$ cat src/rtl/cpu_ctrl_pkg.sv
// Shared constants for the Mini SRC control path: opcodes, sequencer state
// encoding, ALU-op codes and the instruction classes the sequencer branches on.
package cpu_ctrl_pkg;

  localparam logic [4:0] OP_LD   = 5'b00000;
  localparam logic [4:0] OP_LDI  = 5'b00001;
  localparam logic [4:0] OP_ST   = 5'b00010;
  localparam logic [4:0] OP_ADD  = 5'b00011;
  localparam logic [4:0] OP_SUB  = 5'b00100;
  localparam logic [4:0] OP_AND  = 5'b00101;
  localparam logic [4:0] OP_OR   = 5'b00110;
  localparam logic [4:0] OP_ADDI = 5'b01100;
  localparam logic [4:0] OP_ANDI = 5'b01101;
  localparam logic [4:0] OP_ORI  = 5'b01110;
  localparam logic [4:0] OP_NOP  = 5'b11010;
  localparam logic [4:0] OP_HALT = 5'b11011;

  localparam logic [4:0] ALU_ADD = 5'b00011;
  localparam logic [4:0] ALU_AND = 5'b00101;
  localparam logic [4:0] ALU_OR  = 5'b00110;

  typedef enum logic [3:0] {
    ST_RESET  = 4'd0,
    ST_T0     = 4'd1,
    ST_T1     = 4'd2,
    ST_T2     = 4'd3,
    ST_T3     = 4'd4,
    ST_T4     = 4'd5,
    ST_T5     = 4'd6,
    ST_T6     = 4'd7,
    ST_T7     = 4'd8,
    ST_HALTED = 4'd9
  } state_t;

  typedef enum logic [2:0] {
    CL_LD      = 3'd0,
    CL_LDI     = 3'd1,
    CL_ST      = 3'd2,
    CL_RTYPE   = 3'd3,
    CL_ITYPE   = 3'd4,
    CL_NOP     = 3'd5,
    CL_HALT    = 3'd6,
    CL_ILLEGAL = 3'd7
  } iclass_t;

  // Immediate forms reuse the ALU operation of their register-register twin.
  function automatic logic [4:0] itype_alu_op(input logic [4:0] op);
    logic [4:0] alu;
    case (op)
      OP_ADDI: alu = ALU_ADD;
      OP_ANDI: alu = ALU_AND;
      OP_ORI:  alu = ALU_OR;
      default: alu = 5'b00000;
    endcase
    return alu;
  endfunction

endpackage

$ cat src/rtl/instr_class_decode.sv
// Combinational map from the IR opcode field to the instruction class that
// selects the execute-step sequence.
module instr_class_decode
  import cpu_ctrl_pkg::*;
(
  input  logic [4:0] op_i,
  output iclass_t    iclass_o
);

  // Opcode to class lookup; anything not listed is illegal and ends like nop.
  always_comb begin
    iclass_o = CL_ILLEGAL;
    case (op_i)
      OP_LD:                          iclass_o = CL_LD;
      OP_LDI:                         iclass_o = CL_LDI;
      OP_ST:                          iclass_o = CL_ST;
      OP_ADD, OP_SUB, OP_AND, OP_OR:  iclass_o = CL_RTYPE;
      OP_ADDI, OP_ANDI, OP_ORI:       iclass_o = CL_ITYPE;
      OP_NOP:                         iclass_o = CL_NOP;
      OP_HALT:                        iclass_o = CL_HALT;
      default:                        iclass_o = CL_ILLEGAL;
    endcase
  end

endmodule

$ cat src/rtl/control_unit.sv
// Mini SRC sequencer: fetch T0-T2, per-class execute T3-T7, and a Moore decode
// of state plus IR opcode onto every datapath control line.
module control_unit
  import cpu_ctrl_pkg::*;
#(
  parameter int W_OP = 5
) (
  input  logic            Clock,
  input  logic            clear,
  input  logic [31:0]     IR,
  input  logic            Stop,
  output logic            Run,
  output logic            PCout,
  output logic            Zlowout,
  output logic            MDRout,
  output logic            Cout,
  output logic            PCin,
  output logic            IRin,
  output logic            MARin,
  output logic            MDRin,
  output logic            Yin,
  output logic            Zin,
  output logic            IncPC,
  output logic            Read,
  output logic            Write,
  output logic            Gra,
  output logic            Grb,
  output logic            Grc,
  output logic            Rin,
  output logic            Rout,
  output logic            BAout,
  output logic [W_OP-1:0] opcode
);

  state_t     state_q, state_d;
  logic       rel_q, rel_d;
  iclass_t    iclass_s;
  logic [4:0] ir_op_s;
  logic [4:0] alu_op_s;
  state_t     end_state_s;

  assign ir_op_s = IR[31:27];

  instr_class_decode u_decode (
    .op_i     (ir_op_s),
    .iclass_o (iclass_s)
  );

  // rel_q holds RESET for one extra edge after clear releases, so the first
  // T0 lands on the second rising edge.
  always_ff @(posedge Clock or negedge clear) begin
    if (!clear) begin
      state_q <= ST_RESET;
      rel_q   <= 1'b0;
    end else begin
      state_q <= state_d;
      rel_q   <= rel_d;
    end
  end

  // Next-state sequencing.
  always_comb begin
    rel_d       = 1'b1;
    end_state_s = Stop ? ST_HALTED : ST_T0;
    state_d     = state_q;
    case (state_q)
      ST_RESET: begin
        if (rel_q) state_d = ST_T0;
        else       state_d = ST_RESET;
      end
      ST_T0: state_d = ST_T1;
      ST_T1: state_d = ST_T2;
      ST_T2: begin
        case (iclass_s)
          CL_HALT:            state_d = ST_HALTED;
          CL_NOP, CL_ILLEGAL: state_d = end_state_s;
          default:            state_d = ST_T3;
        endcase
      end
      ST_T3: state_d = ST_T4;
      ST_T4: state_d = ST_T5;
      ST_T5: begin
        case (iclass_s)
          CL_LD, CL_ST: state_d = ST_T6;
          default:      state_d = end_state_s;
        endcase
      end
      ST_T6:     state_d = ST_T7;
      ST_T7:     state_d = end_state_s;
      ST_HALTED: state_d = ST_HALTED;
      default:   state_d = ST_RESET;
    endcase
  end

  // Control-line decode; every line idles low unless its step claims it.
  always_comb begin
    Run = 1'b0;  PCout = 1'b0; Zlowout = 1'b0; MDRout = 1'b0; Cout = 1'b0;
    PCin = 1'b0; IRin = 1'b0;  MARin = 1'b0;   MDRin = 1'b0;  Yin = 1'b0;
    Zin = 1'b0;  IncPC = 1'b0; Read = 1'b0;    Write = 1'b0;  Gra = 1'b0;
    Grb = 1'b0;  Grc = 1'b0;   Rin = 1'b0;     Rout = 1'b0;   BAout = 1'b0;
    alu_op_s = 5'b00000;
    case (state_q)
      ST_T0: begin
        Run = 1'b1; PCout = 1'b1; MARin = 1'b1; IncPC = 1'b1; Zin = 1'b1;
      end
      ST_T1: begin
        Run = 1'b1; Zlowout = 1'b1; PCin = 1'b1; Read = 1'b1; MDRin = 1'b1;
      end
      ST_T2: begin
        Run = 1'b1; MDRout = 1'b1; IRin = 1'b1;
      end
      ST_T3: begin
        Run = 1'b1;
        case (iclass_s)
          CL_LD, CL_LDI, CL_ST: begin Grb = 1'b1; BAout = 1'b1; Yin = 1'b1; end
          CL_RTYPE, CL_ITYPE:   begin Grb = 1'b1; Rout = 1'b1;  Yin = 1'b1; end
          default: ;
        endcase
      end
      ST_T4: begin
        Run = 1'b1;
        case (iclass_s)
          CL_LD, CL_LDI, CL_ST: begin Cout = 1'b1; alu_op_s = ALU_ADD; Zin = 1'b1; end
          CL_RTYPE: begin Grc = 1'b1; Rout = 1'b1; alu_op_s = ir_op_s; Zin = 1'b1; end
          CL_ITYPE: begin Cout = 1'b1; alu_op_s = itype_alu_op(ir_op_s); Zin = 1'b1; end
          default: ;
        endcase
      end
      ST_T5: begin
        Run = 1'b1;
        case (iclass_s)
          CL_LD, CL_ST:                 begin Zlowout = 1'b1; MARin = 1'b1; end
          CL_LDI, CL_RTYPE, CL_ITYPE:   begin Zlowout = 1'b1; Gra = 1'b1; Rin = 1'b1; end
          default: ;
        endcase
      end
      ST_T6: begin
        Run = 1'b1;
        case (iclass_s)
          CL_LD:   begin Read = 1'b1; MDRin = 1'b1; end
          CL_ST:   begin Gra = 1'b1; Rout = 1'b1; MDRin = 1'b1; end
          default: ;
        endcase
      end
      ST_T7: begin
        Run = 1'b1;
        case (iclass_s)
          CL_LD:   begin MDRout = 1'b1; Gra = 1'b1; Rin = 1'b1; end
          CL_ST:   Write = 1'b1;
          default: ;
        endcase
      end
      default: ;
    endcase
  end

  assign opcode = W_OP'(alu_op_s);

endmodule

$ cat config.mk
export PLATFORM = sky130hd
export DESIGN_NAME = control_unit
export DESIGN_NICKNAME = d
export VERILOG_FILES = /design/src/rtl/cpu_ctrl_pkg.sv /design/src/rtl/instr_class_decode.sv /design/src/rtl/control_unit.sv
export SDC_FILE = /design/constraint.sdc
export NUM_CORES = 1
export LEC_CHECK = 0
export ABC_CLOCK_PERIOD_IN_PS = 8560
export CORE_UTILIZATION = 35
export CTS_CLUSTER_DIAMETER = 80
export DETAILED_ROUTE_END_ITERATION = 7
export GPL_ROUTABILITY_DRIVEN = 0
export PLACE_DENSITY = 0.84
export SYNTH_ARGS = -nofsm -noshare
export SYNTH_HDL_FRONTEND = slang
export SYNTH_HIERARCHICAL = 1
export SYNTH_SLANG_ARGS = --single-unit
$ cat constraint.sdc
create_clock -name Clock -period 8.56 [get_ports Clock]
set_input_delay 2.568 -clock Clock [delete_from_list [all_inputs] [get_ports Clock]]
set_output_delay 2.568 -clock Clock [all_outputs]
set_load 0.03 [all_outputs]
==> summary.txt <==
==========================================================================================
Status                                                                        finished, final reports clean
Power Dens Cells                                                              279.4 nW/um2
DRT Wirelength                                                                     2081 um
Setup WS post-layout                                                             0.4406 ns
Share of final-layout standard cells stronger than drive strength 1                0.08088
Routed via count divided by cell count                                               5.656
Arrival time reported for the critical path endpoint                               5.55 ns
Maximum VDD drop                                                                  150.3 uV
Leakage power of the design                                                      0.3846 nW
Clock tree root driver cell                                                   sky130_fd_sc_hd__clkbuf_4
Routed via count                                                                       922
Category of the critical setup timing path                                    input pin to primary output
Main combinational cell family by area after synthesis                        simple AND/OR/NAND/NOR gates
Number of distinct library cells after synthesis                                        43
Number of rows created at floorplan                                                     16
Element type at the critical path start                                          input pin
Count of warnings emitted by yosys                                                       6
Part of the cycle the worst path needs                                              0.9485
Antenna violations before repair                                                         0
Insertion delay of the later-clocked pin in the worst-skew pair                    0.25 ns
Top Ports                                                                               60
Share of synthesized area occupied by flip-flops and latches                        0.1634
Final hold violation count                                                               0
Crit path time final                                                              8.119 ns
Unrepaired setup endpoints after global routing                                      false
Die Y                                                                             48.78 um
Gate count of the mapped netlist                                                       110
Starting density of the core                                                        0.3825
Length of the first detailed-routing pass in iterations                                  4
Count of nets left with antenna violations after detail routing                          0
X dimension of the die                                                            48.78 um
Total area of sequential cells                                                   125.1 um2
Congestion Overflow GR                                                                   0
Complex-gate fraction of the synthesized area                                       0.2549
Area growth from synthesis to final layout                                          41.83%
Core footprint                                                                    2002 um2
Detailed placement HPWL                                                            1600 um
Netlist area before placement                                                    765.7 um2
Critical path fanouts, max                                                              10
Clock transition at path regs                                                      0.05 ns
Worst Tran Pin Value                                                             0.7712 ns
Number of filler cells placed in the layout                                            187
Die ar.                                                                           2379 um2
Multi-input gate area in the final layout                                        565.5 um2
Maximum root-to-sink buffer count                                                        2
Slew margin rel.                                                                    0.4859
Iteration-0 DRC count of the detailed router                                            26
Number of buffers inserted by post-CTS setup repair                                      0
Required time of the worst setup path                                              5.99 ns
Async set-reset flop share out of synthesis                                          1.000
H-tree depth                                                                             1
Maximum frequency from static timing analysis                                    123.2 MHz
Number of maximum-capacitance constraint violations                                      0
Fraction of the mapped netlist area in simple logic gates                           0.4428
Placement-stage worst setup slack                                                0.4889 ns
Routed length per placed instance                                                 12.77 um
Synthesized Nets                                                                       145
Total negative setup slack                                                            0 ns
Post-route clock skew                                                          0.009486 ns
Hold Buf Count CTS                                                                       0
Number of pins exceeding their max-slew limit in the final report                        0
Library cell contributing the largest single delay on the critical path       sky130_fd_sc_hd__clkdlybuf4s50_1
Number of diodes added for antenna fixing                                                0
Global-route wire length before repair                                             3677 um
Share of synthesized cell area in full adder, half adder and majority cells              0
Number of nets in the layout                                                           172
Top_reg_cell synth                                                            sky130_fd_sc_hd__dfrtp_1
Sinks on Clock Net                                                                       5
Pin count of the biggest net entering global routing                                    18
Worst hold path type                                                          register to register
All-layer global routing usage                                                      0.1919
Flops & latches, synth                                                                   5
Setup violations, final                                                                  0
Number of buffers added on ports                                                        32
Synthesized area per cell                                                        6.961 um2
Remaining routing DRC violations                                                         0
Clock tree from TritonCTS                                                              yes
Count of flip-flops with a built-in enable after synthesis                               0
Post_cts resized                                                                         0
Multiplexer share of the synthesized area                                          0.01307
Crit path largest cell delay                                                       0.66 ns
Setup crit end kind                                                           primary output
Vias in the first global route                                                         836
Crit path cell chain                                                          clkdlybuf4s50_1 -> and2_4 -> o21ai_0 -> a21oi_1 -> nand2_1 -> nor3b_1 -> o21a_1 -> clkdlybuf4s50_1
Area share of xor/xnor cells in the synthesized design                             0.02288
Number of CTS-inserted buffers                                                           3
Most frequent cell on the critical path                                       sky130_fd_sc_hd__clkdlybuf4s50_1
==========================================================================================
## state kept, by name, summed over array words and instances, names as in the netlist
| signal | flops |
|---|---|
| state_q | 4 |
| rel_q | 1 |
## placed cells by master, fill, tap and decap left out, types with 2 or more instances in the layout
cell / synthesis / final
sky130_fd_sc_hd__clkdlybuf4s50_1: 0 / 32
sky130_fd_sc_hd__nor2_1: 10 / 10
sky130_fd_sc_hd__nor3_1: 9 / 9
sky130_fd_sc_hd__a21oi_1: 9 / 9
sky130_fd_sc_hd__nand2_1: 7 / 7
sky130_fd_sc_hd__o21ai_0: 7 / 7
sky130_fd_sc_hd__nand2b_1: 5 / 5
sky130_fd_sc_hd__dfrtp_1: 5 / 5
sky130_fd_sc_hd__inv_1: 4 / 4
sky130_fd_sc_hd__and2_1: 4 / 4
sky130_fd_sc_hd__nand3_1: 3 / 3
sky130_fd_sc_hd__nor4_1: 3 / 3
sky130_fd_sc_hd__clkbuf_4: 0 / 3
sky130_fd_sc_hd__o21a_1: 2 / 2
sky130_fd_sc_hd__a211oi_1: 2 / 2
sky130_fd_sc_hd__o21ai_1: 2 / 2
sky130_fd_sc_hd__nand4b_1: 2 / 2
sky130_fd_sc_hd__o22ai_1: 2 / 2
sky130_fd_sc_hd__and3_1: 2 / 2
## per-layer routing
layer	vias to the layer above	global-route usage	part of all wire
li1	445	-	-
met1	441	0.2314	0.43
met2	34	0.3426	0.53
met3	2	0.03115	0.038
met4	0	0.06373	0.0043
met5	-	0	0
## power by group
group / internal [mW] / total [mW] / switching, mW
logic: 0.0884 / 0.216 / 0.128
registers: 0.0314 / 0.0594 / 0.0280
clock network: 0.0177 / 0.0279 / 0.0103
total: 0.137 / 0.303 / 0.166
## worst max-delay path, delay by kind of cell
family,cells,cell delay (ns)
AO/OA/AOI/OAI,3,0.88
buffers and inverters,2,1.28
AND/OR/NAND/NOR,3,0.83
## synth_stat cells (2+ instances only)
library cell | number | share of area
sky130_fd_sc_hd__nand4b_1 | 2 | 0.023
sky130_fd_sc_hd__dfrtp_1 | 5 | 0.16
sky130_fd_sc_hd__buf_4 | 2 | 0.020
sky130_fd_sc_hd__nand2b_1 | 5 | 0.041
sky130_fd_sc_hd__nand2_1 | 7 | 0.034
sky130_fd_sc_hd__a211oi_1 | 2 | 0.020
sky130_fd_sc_hd__o21a_1 | 2 | 0.020
sky130_fd_sc_hd__o22ai_1 | 2 | 0.016
sky130_fd_sc_hd__buf_2 | 6 | 0.039
sky130_fd_sc_hd__inv_1 | 4 | 0.020
sky130_fd_sc_hd__and3_1 | 2 | 0.016
sky130_fd_sc_hd__and2_1 | 4 | 0.033
sky130_fd_sc_hd__o21ai_0 | 7 | 0.046
sky130_fd_sc_hd__a21oi_1 | 9 | 0.059
sky130_fd_sc_hd__nor2_1 | 10 | 0.049
sky130_fd_sc_hd__nand3_1 | 3 | 0.020
sky130_fd_sc_hd__o21ai_1 | 2 | 0.013
sky130_fd_sc_hd__nor4_1 | 3 | 0.025
sky130_fd_sc_hd__nor3_1 | 9 | 0.059
## cells by family after synthesis
family,count (synthesis)
multiplexers,1
other,1
XOR/XNOR,2
AND/OR/NAND/NOR,56
AO/OA/AOI/OAI,31
flip-flops,5
buffers and inverters,14
## through the flow
step	hold WS, ns	utilization	power, mW	instance area [um2]	cells
2_1_floorplan	0.5957	-	0.2074	765.7	110
5_1_grt	0.7410	0.5425	0.3239	1086	163
3_5_place_dp	0.6444	0.5294	0.2751	1060	159
4_1_cts	0.6610	0.5425	0.3040	1086	163
6_report	0.6615	0.5425	0.3035	1086	163
3_3_place_gp	0.6404	0.5294	0.2689	1060	159
## final cells by class
class	count	share of cell area
clock buffer	4	0.02419
tap	27	0.03111
sequential	5	0.1152
inverter	4	0.01382
multi-input combinational	91	0.5207
timing repair buffer	32	0.2949
## path summary, 6_finish.rpt
path | depth (start not counted) | start | endpoint | slack, ns
min in group asynchronous | 1 | clear | rel_q | 2.53
max in group asynchronous | 1 | clear | state_q[3] | 5.84
max | 8 | IR[27] | opcode[2] | 0.44
max reg2reg | 4 | state_q[3] | state_q[3] | 7.08
min reg2reg | 4 | rel_q | state_q[0] | 0.66
min | 4 | rel_q | state_q[0] | 0.66
Note: power is estimated with default switching activity, not from simulation.
